===== src/rtl/and_bist.sv =====
// Exhaustive built-in self test for a combinational WIDTH-bit AND gate.
// Sweeps every (a, b) operand pair, counts mismatches and records the first failing pair.
module and_bist #(
  parameter int WIDTH = 4
) (
  input  logic             clk,
  input  logic             rst,
  input  logic             start,
  input  logic [WIDTH-1:0] dut_out,
  output logic [WIDTH-1:0] op_a,
  output logic [WIDTH-1:0] op_b,
  output logic             busy,
  output logic             done,
  output logic             pass,
  output logic [7:0]       err_count,
  output logic [WIDTH-1:0] fail_a,
  output logic [WIDTH-1:0] fail_b,
  output logic [1:0]       state_dbg
);

  // Handshake: start is a single-cycle request with no ready. It is acted on
  // only when the engine is idle (IDLE or DONE); while busy it is dropped.
  // done/pass are levels that hold until the next accepted start or rst.

  localparam int VW = 2 * WIDTH;

  typedef enum logic [1:0] {
    IDLE  = 2'd0,
    APPLY = 2'd1,
    CHECK = 2'd2,
    DONE  = 2'd3
  } state_t;

  state_t          state;
  state_t          state_nxt;
  logic [VW-1:0]   vec;
  logic            last_vec;
  logic            mismatch;

  assign last_vec = (vec == {VW{1'b1}});
  assign mismatch = (dut_out != (op_a & op_b));

  always_ff @(posedge clk) begin
    if (rst) begin
      state <= IDLE;
    end else begin
      state <= state_nxt;
    end
  end

  always_comb begin
    state_nxt = state;
    case (state)
      IDLE:    if (start) state_nxt = APPLY;
      APPLY:   state_nxt = CHECK;
      CHECK:   state_nxt = last_vec ? DONE : APPLY;
      DONE:    if (start) state_nxt = APPLY;
      default: state_nxt = IDLE;
    endcase
  end

  always_ff @(posedge clk) begin
    if (rst) begin
      vec       <= '0;
      op_a      <= '0;
      op_b      <= '0;
      err_count <= '0;
      fail_a    <= '0;
      fail_b    <= '0;
    end else begin
      case (state)
        IDLE, DONE: begin
          if (start) begin
            vec       <= '0;
            err_count <= '0;
            fail_a    <= '0;
            fail_b    <= '0;
          end
        end
        APPLY: begin
          op_a <= vec[VW-1:WIDTH];
          op_b <= vec[WIDTH-1:0];
        end
        CHECK: begin
          // The count saturates, so it can never return to zero within a sweep
          // and the first captured pair is never overwritten.
          if (mismatch) begin
            if (err_count == 8'd0) begin
              fail_a <= op_a;
              fail_b <= op_b;
            end
            if (err_count != 8'hFF) begin
              err_count <= err_count + 8'd1;
            end
          end
          if (!last_vec) begin
            vec <= vec + {{(VW-1){1'b0}}, 1'b1};
          end
        end
        default: ;
      endcase
    end
  end

  assign busy      = (state == APPLY) || (state == CHECK);
  assign done      = (state == DONE);
  assign pass      = (state == DONE) && (err_count == 8'd0);
  assign state_dbg = state;

endmodule


===== config.mk =====
export PLATFORM = sky130hd
export DESIGN_NAME = and_bist
export DESIGN_NICKNAME = d
export VERILOG_FILES = /design/src/rtl/and_bist.sv
export SDC_FILE = /design/constraint.sdc
export NUM_CORES = 1
export LEC_CHECK = 0
export CORE_MARGIN = 2
export CORE_UTILIZATION = 30
export CTS_CLUSTER_SIZE = 8
export DETAILED_ROUTE_END_ITERATION = 8
export PLACE_DENSITY_LB_ADDON = 0.25
export SLEW_MARGIN = 15
export SYNTH_ARGS = -nofsm -noshare
export SYNTH_HDL_FRONTEND = slang
export SYNTH_SLANG_ARGS = --single-unit

===== constraint.sdc =====
create_clock -name clk -period 5.15 [get_ports clk]
set_input_delay 0.7725 -clock clk [delete_from_list [all_inputs] [get_ports clk]]
set_output_delay 0.7725 -clock clk [all_outputs]
set_load 0.01 [all_outputs]

Word-level counts from Yosys, hierarchy flattened
Cells that the tools add are included.

Reductions and logical operators: 9. $add $sub $neg: 2. Divide/modulo/power cells: 0. Bitwise operators: 1. Muxes and demuxes: 16. Eq/ne operators: 11. Magnitude comparators: 0. Multiply operators: 0. Shift operators: 0.

Operator list (count): $mux W8 (4); $pmux W8 S2 (2); $mux W4 (5); $add A8 B1 Y8 const B (2); $pmux W4 S2 (2); $eq A8 B8 Y1 const B (1); $logic_not A8 Y1 (1); $ne A2 B2 Y1 const B (4); $ne A8 B8 Y1 const B (1); $reduce_and A4 Y1 (2); $pmux W2 S3 (1); $and A4 B4 Y4 (1); $eq A2 B2 Y1 const B (2); $mux W2 (2); $ne A4 B4 Y1 (1); $reduce_and A3 Y1 (1); $eq A2 B1 Y1 const B (1); $logic_not A2 Y1 (1); $ne A2 B1 Y1 const B (1); $reduce_bool A2 Y1 (1); $reduce_or A2 Y1 (1); $logic_and A1 B1 Y1 (1); $logic_or A1 B1 Y1 (1).

Memory bits (read-only): 0. Bits in registers: 34. Bits in latches: 0. Output and inout bits: 29. Input port bits: 7. Memories kept: 0. Bits in writable memories: 0. Word-level logic and storage cells: 46.

Logic depth before layout (Yosys ltp)
Depth in word-level cells: 4. Mapped depth: 9.

Worst setup path after synthesis
Ideal clock, no wire load.

Path type: register -> register. From: register state[0] (netlist: state_dbg[0]). To: register vec[4]. Data required time: 5.020 ns. Period minus slack after synthesis: 1.910 ns. Path slack: 3.240 ns. Data arrival time: 1.779 ns. Stages on the path, launching flop included: 9. Path through: dfxtp_1 > inv_1 > ha_1 > mux2_2 > o31a_1 > buf_4 > nand4_1 > xor2_1 > nor2_1.

Word-level cells in the longest chain between the ends: 4. Elaborated cells between the ends (all ways): 9. Classes of those cells: eq/ne: 4; mux: 1; reduce/logical: 4.

Ends and longest elaborated chain: start: declaration (line 34) `state_t state;`; start signal: assignment (line 47) `state <= state_nxt;`; $eq A2 B2 Y1 or $logic_not A2 Y1 (tied branches) (line 71) `case (state)`; $reduce_or A2 Y1 (no source line); $ne A2 B1 Y1 (no source line) or $reduce_bool A2 Y1 (tied branches); $reduce_and A3 Y1 (no source line); end signal: assignment (line 97) `vec <= vec + {{(VW-1){1'b0}}, 1'b1};`; end: declaration (line 36) `logic [VW-1:0] vec;`.

Several ways; a longest one is shown, not always the timed one. A chain may end at the register's enable or synchronous reset.

Worst setup path in the final report
From: register err_count[0]. To: output port pass.

Word-level cells in the longest chain between the ends: 2.

Ends and longest elaborated chain: start: declaration (line 15) `output logic [7:0] err_count,`; start signal: assignment (line 93) `err_count <= err_count + 8'd1;`; $logic_not A8 Y1 (line 107) `assign pass = (state == DONE) && (err_count == 8'd0);`; $logic_and A1 B1 Y1 (line 107); end: declaration (line 14) `output logic pass,`.

No other way between the ends.

==> flow_summary.toml <==
[drt]
drt-initial-drc-count = 84
wire_per_inst_microns = 13.8
vias = 1539
ant_nets = 0
first_pass_iters = 5
wl_microns = 4110
drc = 0
routed_via_density = 5.16

[logic_synthesis]
ys.flop_type = "dfxtp_1"
synth_edf_count = 0
syn-cell-area_sq_um = 1760
netlist_top_cells_area = "dfxtp_1 39%, nand4_1 5.3%, ha_1 5.0%"
synthArstFlopShare = 0
synth_top_area_frac = 0.387
yosysMostFrequentCell = "dfxtp_1"
synth_warnings = 0
netlist_instances = 194
synth.distinct_cells = 45
synth_top_area_cell = "dfxtp_1"
ys_ff_latch = 34
synthesis.nets = 208
synth_common_cells = "34 x dfxtp_1, 19 x nor2_1, 15 x nand4_1"
syn_avg_cell_area_sq_um = 9.06
seq_area_frac_synth = 0.387

[floorplanning]
die_h_microns = 80.6
start_util = 0.315
core_area_sq_um = 5570
rows = 27
die_w_microns = 80.6
die_area_sq_um = 6490
ios = 36

[timing]
fmax_mhz = 366
relSlewSlack = 0.264
hold_violations = 0
drv_slew = 0
fin_tns_setup_ps = 0
worstMarginPinSlew_ps = 1100
worst_slack_ps = 2420
setup_viol = 0
holdWs_ps = 475
clock_skew_ps = 9.68
rsz0062_at_grt = "no"
fin_crit_sh = 0.530
period_minus_slack_ps = 2730

[clock_tree]
clock_tree.root_cell = "clkbuf_8"
cts_tree = "done"
cts-hold-fix-buffers = 0
htreeDepth = 2
cts_setup_buffers = 0
cts_buffers = 5
clock-sinks = 34
insertion_delay_ps = 290
clock_path_buffers = 2
path_clk_slew_ps = 70
cts_resized = 0

[worst_setup_path]
ff2ff_path_depth = 6
reg2reg_slack_ps = 2600
critPathSlowestCell = "clkdlybuf4s50_1"
end_kind = "output port"
worstPathMaxFanout = 6
r2r-start = "state_dbg[1]$_SDFFE_PP0P_"
critPathKind = "reg2out"
path_cells = "inv_1 > ha_1 > nor4b_1 > and3_1 > clkdlybuf4s50_1"
worstPathBufferInverterCount = 2
crit_arrival_ps = 1960
cpPeakStageDelay_ps = 530
crit_family = "buffers and inverters"
crit_required_ps = 4380
reg2reg_to = "vec[4]$_SDFFE_PP0P_"
start_kind = "flop"

[finish]
nNetsFinal = 240
n_antenna_cell = 0
fillers = 580
drive_gt1_frac = 0.0708
areaGrowthSynthToFinish_pct = 26.8
finish.utilization = 0.400

[global_route]
grt.overflow.total = 0
grt_pass1_wl_microns = 6640
antenna_found_initial = 0
grt_usage = 0.132
grt_max_degree = 30
grt_pass1_vias = 1385

[power]
irDropWorstVdd_v = 0.000111
power_density_nw_per_um2 = 307
p_leak_nw = 0.756
p_total_mw = 0.684

[placement]
gp_congestion = 0.746
dpl_worst_slack_ps = 2290
port_buffers = 35
dpl.hpwl_microns = 2990

[status]
status = "finished clean"

[min_path]
worstHoldStart = "fail_b[0]$_SDFFE_PP0P_"
hold_end = "fail_b[0]$_SDFFE_PP0P_"
hold_class = "reg2reg"
hold-path-cell-count = 2

[run]
maxCapViolations = 0
cell families (layout without fill, tap and decap cells):
| family | Yosys count | count (layout) | share of synthesized area |
|---|---|---|---|
| AO/OA/AOI/OAI | 45 | 45 | 0.198 |
| multiplexers | 9 | 9 | 0.0520 |
| buffers and inverters | 19 | 51 | 0.0448 |
| flip-flops | 34 | 34 | 0.387 |
| AND/OR/NAND/NOR | 72 | 72 | 0.218 |
| adder cells (fa/ha/maj) | 7 | 7 | 0.0498 |
| XOR/XNOR | 8 | 8 | 0.0505 |
final cells by class:
type,count,area [sq um],area share
Timing Repair Buffer,35,350,0.157
Tap cell,72,90.1,0.0404
Sequential cell,34,681,0.305
Clock buffer,7,76.3,0.0342
Inverter,9,33.8,0.0152
Multi-Input combinational cell,141,998,0.448
layer usage:
metal	part of all wire	global-route usage
met2	0.45	0.203
met4	0.012	0.0458
met5	0	0
met1	0.48	0.177
met3	0.052	0.0360
registers in the layout, summed over array words and instances, names as in the netlist:
| name | flops |
|---|---|
| fail_a | 4 |
| fail_b | 4 |
| err_count | 8 |
| state_dbg | 2 |
| op_b | 4 |
| op_a | 4 |
| vec | 8 |
worst register-to-register path, cell delays in order, from the launching register on:
cell,delay (ps)
dfxtp_1,410
ha_1,790
mux2_2,440
o31a_1,410
nand4_1,160
xor2_1,160
nor2_1,60
worst max-delay path by stage:
stage	start	endpoint	slack, ps	depth (start not counted)
global route	err_count[0]$_SDFFE_PP0P_	pass	2310	5
global placement	rst	vec[5]$_SDFFE_PP0P_	2360	4
floorplan	state_dbg[0]$_SDFFE_PP0P_	vec[4]$_SDFFE_PP0P_	3240	8
finish	err_count[0]$_SDFFE_PP0P_	pass	2420	5
CTS	err_count[0]$_SDFFE_PP0P_	pass	2370	5
detailed placement	rst	vec[4]$_SDFFE_PP0P_	2290	4
where the power goes:
group          internal, mW  total, mW  switching, mW
Combinational        0.0873      0.210          0.123
Clock                0.0929      0.182         0.0886
Sequential            0.275      0.293         0.0176
through the flow:
step	area, sq um	instances
floorplan	1760	194
detailed placement	2150	291
global placement	2150	291
global route	2230	298
finish	2230	298
CTS	2230	298
placed cells by master (no fill, tap or decap), types with 2 or more instances in the layout:
cell type / synthesis / layout
clkdlybuf4s50_1: 0 / 35
dfxtp_1: 34 / 34
nor2_1: 19 / 19
nand4_1: 15 / 15
a21oi_1: 14 / 14
nand2_1: 11 / 11
inv_1: 9 / 9
o21ai_0: 9 / 9
mux2i_1: 8 / 8
ha_1: 7 / 7
nand3_1: 6 / 6
and3_1: 5 / 5
xor2_1: 5 / 5
clkbuf_8: 0 / 5
nor3_1: 3 / 3
a211oi_1: 3 / 3
o311ai_0: 3 / 3
o31ai_4: 2 / 2
xnor2_1: 2 / 2
o31a_1: 2 / 2
and2_1: 2 / 2
o41ai_1: 2 / 2
nand2b_1: 2 / 2
o31ai_1: 2 / 2
clkbuf_1: 4 / 2
Power figures use the tool's default switching activity.
==> RTL edit 1, RTL diff (config.mk and constraints unchanged) <==
Set the parameter `WIDTH` to 6 (it was 4).
--- a/src/rtl/and_bist.sv
+++ b/src/rtl/and_bist.sv
@@ -1,7 +1,7 @@
 // Exhaustive built-in self test for a combinational WIDTH-bit AND gate.
 // Sweeps every (a, b) operand pair, counts mismatches and records the first failing pair.
 module and_bist #(
-  parameter int WIDTH = 4
+  parameter int WIDTH = 6
 ) (
   input  logic             clk,
   input  logic             rst,
Interface: changed (5 resized); port bits go from 36 to 46. No check against the original RTL was run, so the function may have changed too.
==> RTL edit 1 against the unedited design <==
- routed wire length rose by 39%
- highest routed layer unchanged
- clock skew down 0.0023 ns
- final cell count rose by 34%
- synthesized area up 26%
- core utilization is 0.67 points lower
- worst hold slack better by 0.00073 ns
- setup slack got worse by 0.018 ns
- cell area grew 27%
- sequential cell count is 12 higher
- total power rose by 22%
==> RTL edit 1: results (changes against the unedited design) <==
----------------------------------------------------
[Status]
  Status ... finished clean (unchanged)

[Place]
  Routability congestion estimate from global placement ... 0.855 (was 0.746)
  HPWL after detailed placement ... 3.94 mm (was 2.99 mm)

[Finish]
  Final Net Count ... 316 (was 240)
  Ratio of cells with drive above 1 in the final layout ... 3.99% (was 7.08%)
  Leading registers by flop count ... vec: 12 flops, err_count: 8 flops (was err_count: 8 flops, vec: 8 flops)

[Worst setup path]
  Critical path startpoint ... dut_out[5] (was err_count[0])
  Delay contributed by the slowest stage of the critical path ... 0.73 ns (was 0.53 ns)
  Register-to-register setup slack ... 2.50 ns (was 2.60 ns)
  Arrival time of data at the critical path endpoint ... 2.98 ns (was 1.96 ns)
  Cell with the largest stage delay on the worst path ... o41a_1 (was clkdlybuf4s50_1)

[Worst hold path]
  Start point of the worst hold path ... fail_b[3] (was fail_b[0])

[Synth]
  Area fraction in compound gates after synthesis ... 17.8% (was 19.8%)
  Share of synthesized area occupied by flip-flops and latches ... 41.5% (was 38.7%)
  Net Count, Synth ... 278 (was 208)
  Mux contribution to synthesized area ... 6.82% (was 5.20%)
  List of most frequent post-synthesis cells ... dfxtp_1 (46), nor2_1 (24), a21oi_1 (21), nand4_1 (19), nand2_1 (17) (was dfxtp_1 (34), nor2_1 (19), nand4_1 (15), a21oi_1 (14), nand2_1 (11))
  Post-Synth XOR/XNOR Area ... 2.76% (was 5.05%)
  Dominant cells by area after synthesis ... dfxtp_1 (41%), mux2i_1 (6.3%), nand4_1 (5.4%) (was dfxtp_1 (39%), nand4_1 (5.3%), ha_1 (5.0%))

[Power and ir drop]
  Leak Pwr ... 0.989 nW (was 0.756 nW)
  Worst VDD drop ... 0.000179 V (was 0.000111 V)

[GRT]
  Global router's overall resource usage ... 13.9% (was 13.2%)
  Wire length of the first global-routing pass ... 9.37 mm (was 6.64 mm)
  Pin count of the biggest net entering global routing ... 42 (was 30)

[STA]
  Worst Clk Skew ... 0.00734 ns (was 0.00968 ns)
  Worst slew margin relative to its limit ... 40.9% (was 26.4%)

[Drt]
  Count of routing violations after the opening detailed-route iteration ... 125 (was 84)

----------------------------------------------------
==> RTL edit 1: changes by cell type after synthesis, moves of 6 or more <==
cell and delta:
nand2_1 +6, nand3_1 +7, mux2i_1 +6, dfxtp_1 +12
a21oi_1 +7
==> RTL edit 1: routing by layer <==
layer	GRT usage (%)	part of all wire, %
met1	19.4	50
met2	21.4	45
met3	3.27	4.2
met4	4.36	1.1
met5	0	0
==> RTL edit 1: metrics by stage <==
stage          hold slack, ns  utilization, %  std cells  area (um2)  setup WS [ns]
2_1_floorplan           0.457               -        262        2220           3.06
3_3_place_gp            0.461            38.1        392        2750           2.14
3_5_place_dp            0.466            38.1        392        2750           2.11
4_1_cts                 0.478            39.3        400        2840           2.40
5_1_grt                 0.510            39.3        400        2840           2.28
6_report                0.475            39.3        400        2840           2.40
==> RTL edit 1: kinds of logic after synthesis <==
| logic type | Yosys count |
|---|---|
| compound gates | 62 |
| buf+inv | 26 |
| xor+xnor | 7 |
| mux | 15 |
| simple gates | 99 |
| flops | 46 |
| fa+ha+maj | 7 |
==> RTL edit 1: power by group <==
| group | switching (mW) | leakage [nW] | total (mW) | internal (mW) |
|---|---|---|---|---|
| Clock | 0.116 | 0.0482 | 0.224 | 0.108 |
| Combinational | 0.143 | 0.570 | 0.235 | 0.0917 |
| Sequential | 0.0135 | 0.371 | 0.379 | 0.365 |
| Total | 0.273 | 0.989 | 0.838 | 0.565 |
==> RTL edit 1: worst max-delay path, delay by kind of cell <==
kind | cells | cell delay [ns]
simple gates | 2 | 0.59
buf+inv | 1 | 0.43
compound gates | 3 | 1.19
==> RTL edit 1: worst paths after layout <==
path,to
setup / recovery,err_count[2]
hold / removal,fail_b[3]
hold reg to reg,fail_b[3]
setup reg to reg,err_count[2]
==> RTL edit 1: cell type report <==
type                            instances  area (um2)  share of cell area (%)
Inverter                                9        33.8                    1.19
Clock buffer                            7        86.3                    3.04
Sequential cell                        46         921                    32.5
Multi-Input combinational cell        190        1190                    42.1
Timing Repair Buffer                   48         473                    16.7
Clock inverter                          1        5.00                   0.176
Tap cell                               99         124                    4.37
==> RTL edit 2, RTL diff (config.mk and constraints unchanged) <==
Without the edit above. Put a register stage on the outputs `busy`, `done` and `pass`, with the module's reset. The values now appear one clock later. The other outputs are not delayed to match.
--- a/src/rtl/and_bist.sv
+++ b/src/rtl/and_bist.sv
@@ -102,9 +102,17 @@
     end
   end
 
-  assign busy      = (state == APPLY) || (state == CHECK);
-  assign done      = (state == DONE);
-  assign pass      = (state == DONE) && (err_count == 8'd0);
+  always_ff @(posedge clk) begin
+    if (rst) begin
+      busy <= '0;
+      done <= '0;
+      pass <= '0;
+    end else begin
+      busy <= (state == APPLY) || (state == CHECK);
+      done <= (state == DONE);
+      pass <= (state == DONE) && (err_count == 8'd0);
+    end
+  end
   assign state_dbg = state;
 
 endmodule
Behaviour: not the same (a bounded check fails within 4 cycles, from zero or initial values and one cycle with rst high).
==> RTL edit 2 against the unedited design <==
- routed wire length up 3.9%
- count of clock-buffer cells in the layout unchanged
- synthesized area increased by 0.93%
- sequential cell count up 3
- sequential share of layout area is 2.1 points higher
- critical path depth up 1
- maximum frequency grew 15%
- clock skew down 0.0056 ns
- total power is 4.9% higher
- sequential power grew 9.2%
- cell area is 1.9% higher
- via count shrank 0.19%
- setup slack improved by 0.36 ns
- critical endpoint is now fail_b[1]
- largest cell class unchanged
- highest routed layer unchanged
==> RTL edit 2: results (changes against the unedited design) <==
----------------------------------------------------
[Finish]
  N_diodes ... 0 (unchanged)
  Final Net Count ... 245 (was 240)
  Ratio of cells with drive above 1 in the final layout ... 9.09% (was 7.08%)

[Worst setup path]
  Delay contributed by the slowest stage of the critical path ... 0.58 ns (was 0.53 ns)
  Cell with the largest stage delay on the worst path ... a311o_1 (was clkdlybuf4s50_1)
  Crit path max fanout ... 16 (was 6)

[Power and ir drop]
  Switching part of the total power ... 32.2% (was 33.5%)
  Worst VDD drop ... 0.000118 V (was 0.000111 V)

[Synth]
  Share of synthesized area occupied by flip-flops and latches ... 41.7% (was 38.7%)
  List of most frequent post-synthesis cells ... dfxtp_1 (37), nor2_1 (22), nand2_1 (17), inv_1 (10), nand3_1 (10) (was dfxtp_1 (34), nor2_1 (19), nand4_1 (15), a21oi_1 (14), nand2_1 (11))
  Async set or reset register ratio after synthesis ... 0% (unchanged)
  Dominant cells by area after synthesis ... dfxtp_1 (42%), mux2i_1 (5.1%), ha_1 (4.9%) (was dfxtp_1 (39%), nand4_1 (5.3%), ha_1 (5.0%))
  Net Count, Synth ... 211 (was 208)
  Number of distinct standard cells referenced by the synthesized netlist ... 42 (was 45)

[STA]
  Worst Clk Skew ... 0.00408 ns (was 0.00968 ns)
  Slew at the pin closest to its max-slew limit ... 0.651 ns (was 1.10 ns)

[GRT]
  Global router's overall resource usage ... 14.0% (was 13.2%)
  Global routing met1 resource utilization ... 19.7% (was 17.7%)
  Pin count of the biggest net entering global routing ... 33 (was 30)
  Met2 capacity usage during global routing ... 20.8% (was 20.3%)
  Number of global-route vias before repair ... 1416 (was 1385)
  Wire length of the first global-routing pass ... 7.04 mm (was 6.64 mm)
  Met3 Usage GRT ... 3.44% (was 3.60%)

[Status]
  Status ... finished clean (unchanged)

[Place]
  Routability congestion estimate from global placement ... 0.754 (was 0.746)
  HPWL after detailed placement ... 2.94 mm (was 2.99 mm)
  DP Worst Slack ... 2.50 ns (was 2.29 ns)

[Drt]
  Via total after detailed routing ... 1536 (was 1539)
  First-pass detailed-route iteration total ... 4 (was 5)
  Count of routing violations after the opening detailed-route iteration ... 102 (was 84)
  Drt total wl ... 4.27 mm (was 4.11 mm)
  Wire length on met1 ... 2.09 mm (was 1.99 mm)
  Amount of wire on met3 after detailed routing ... 238 um (was 212 um)

----------------------------------------------------
==> RTL edit 2: metrics by stage <==
| stage | hold slack [ns] | std cells |
|---|---|---|
| after floorplan | 0.471 | 197 |
| after global placement | 0.469 | 299 |
| after detailed placement | 0.471 | 299 |
| after CTS | 0.489 | 306 |
| after global routing | 0.507 | 306 |
| final | 0.482 | 306 |
==> RTL edit 2: kinds of logic (layout without fill, tap and decap cells) <==
group                    after synthesis  count (layout)  synth area share, %
flip-flops                            37              37                 41.7
adder cells (fa/ha/maj)                7               7                 4.94
AND/OR/NAND/NOR                       78              78                 22.1
XOR/XNOR                               9               9                 4.44
AO/OA/AOI/OAI                         36              36                 16.3
multiplexers                          10              10                 5.71
buffers and inverters                 20              54                 4.80
==> RTL edit 2: power groups by stage <==
stage | clock (mW) | sequential [mW] | combinational [mW]
final | 0.206 | 0.320 | 0.192
after global routing | 0.228 | 0.324 | 0.211
after CTS | 0.214 | 0.321 | 0.192
after detailed placement | 0 | 0.327 | 0.192
after global placement | 0 | 0.327 | 0.190
after floorplan | 0 | 0.328 | 0.130
==> RTL edit 2: final cells by class <==
type                       instances  area, um2
sequential                        37        741
tap                               75       93.8
timing repair buffer              37        365
inverter                          10       37.5
multi-input combinational        140        948
clock buffer                       7       86.3
fill                             623       3540
==> RTL edit 2: worst paths after layout <==
check                    start         to  slack, ns  cells past startpoint
setup / recovery    dut_out[0]  fail_b[1]       2.78                      6
hold / removal       fail_a[3]  fail_a[3]       0.48                      1
setup reg to reg  state_dbg[0]  fail_b[1]       2.94                      7
hold reg to reg      fail_a[3]  fail_a[3]       0.48                      1
==> RTL edit 2: critical path: cells and delay by family <==
kind,cells,cell delay (ns)
simple gates,2,0.28
buf+inv,1,0.48
compound gates,3,1.01
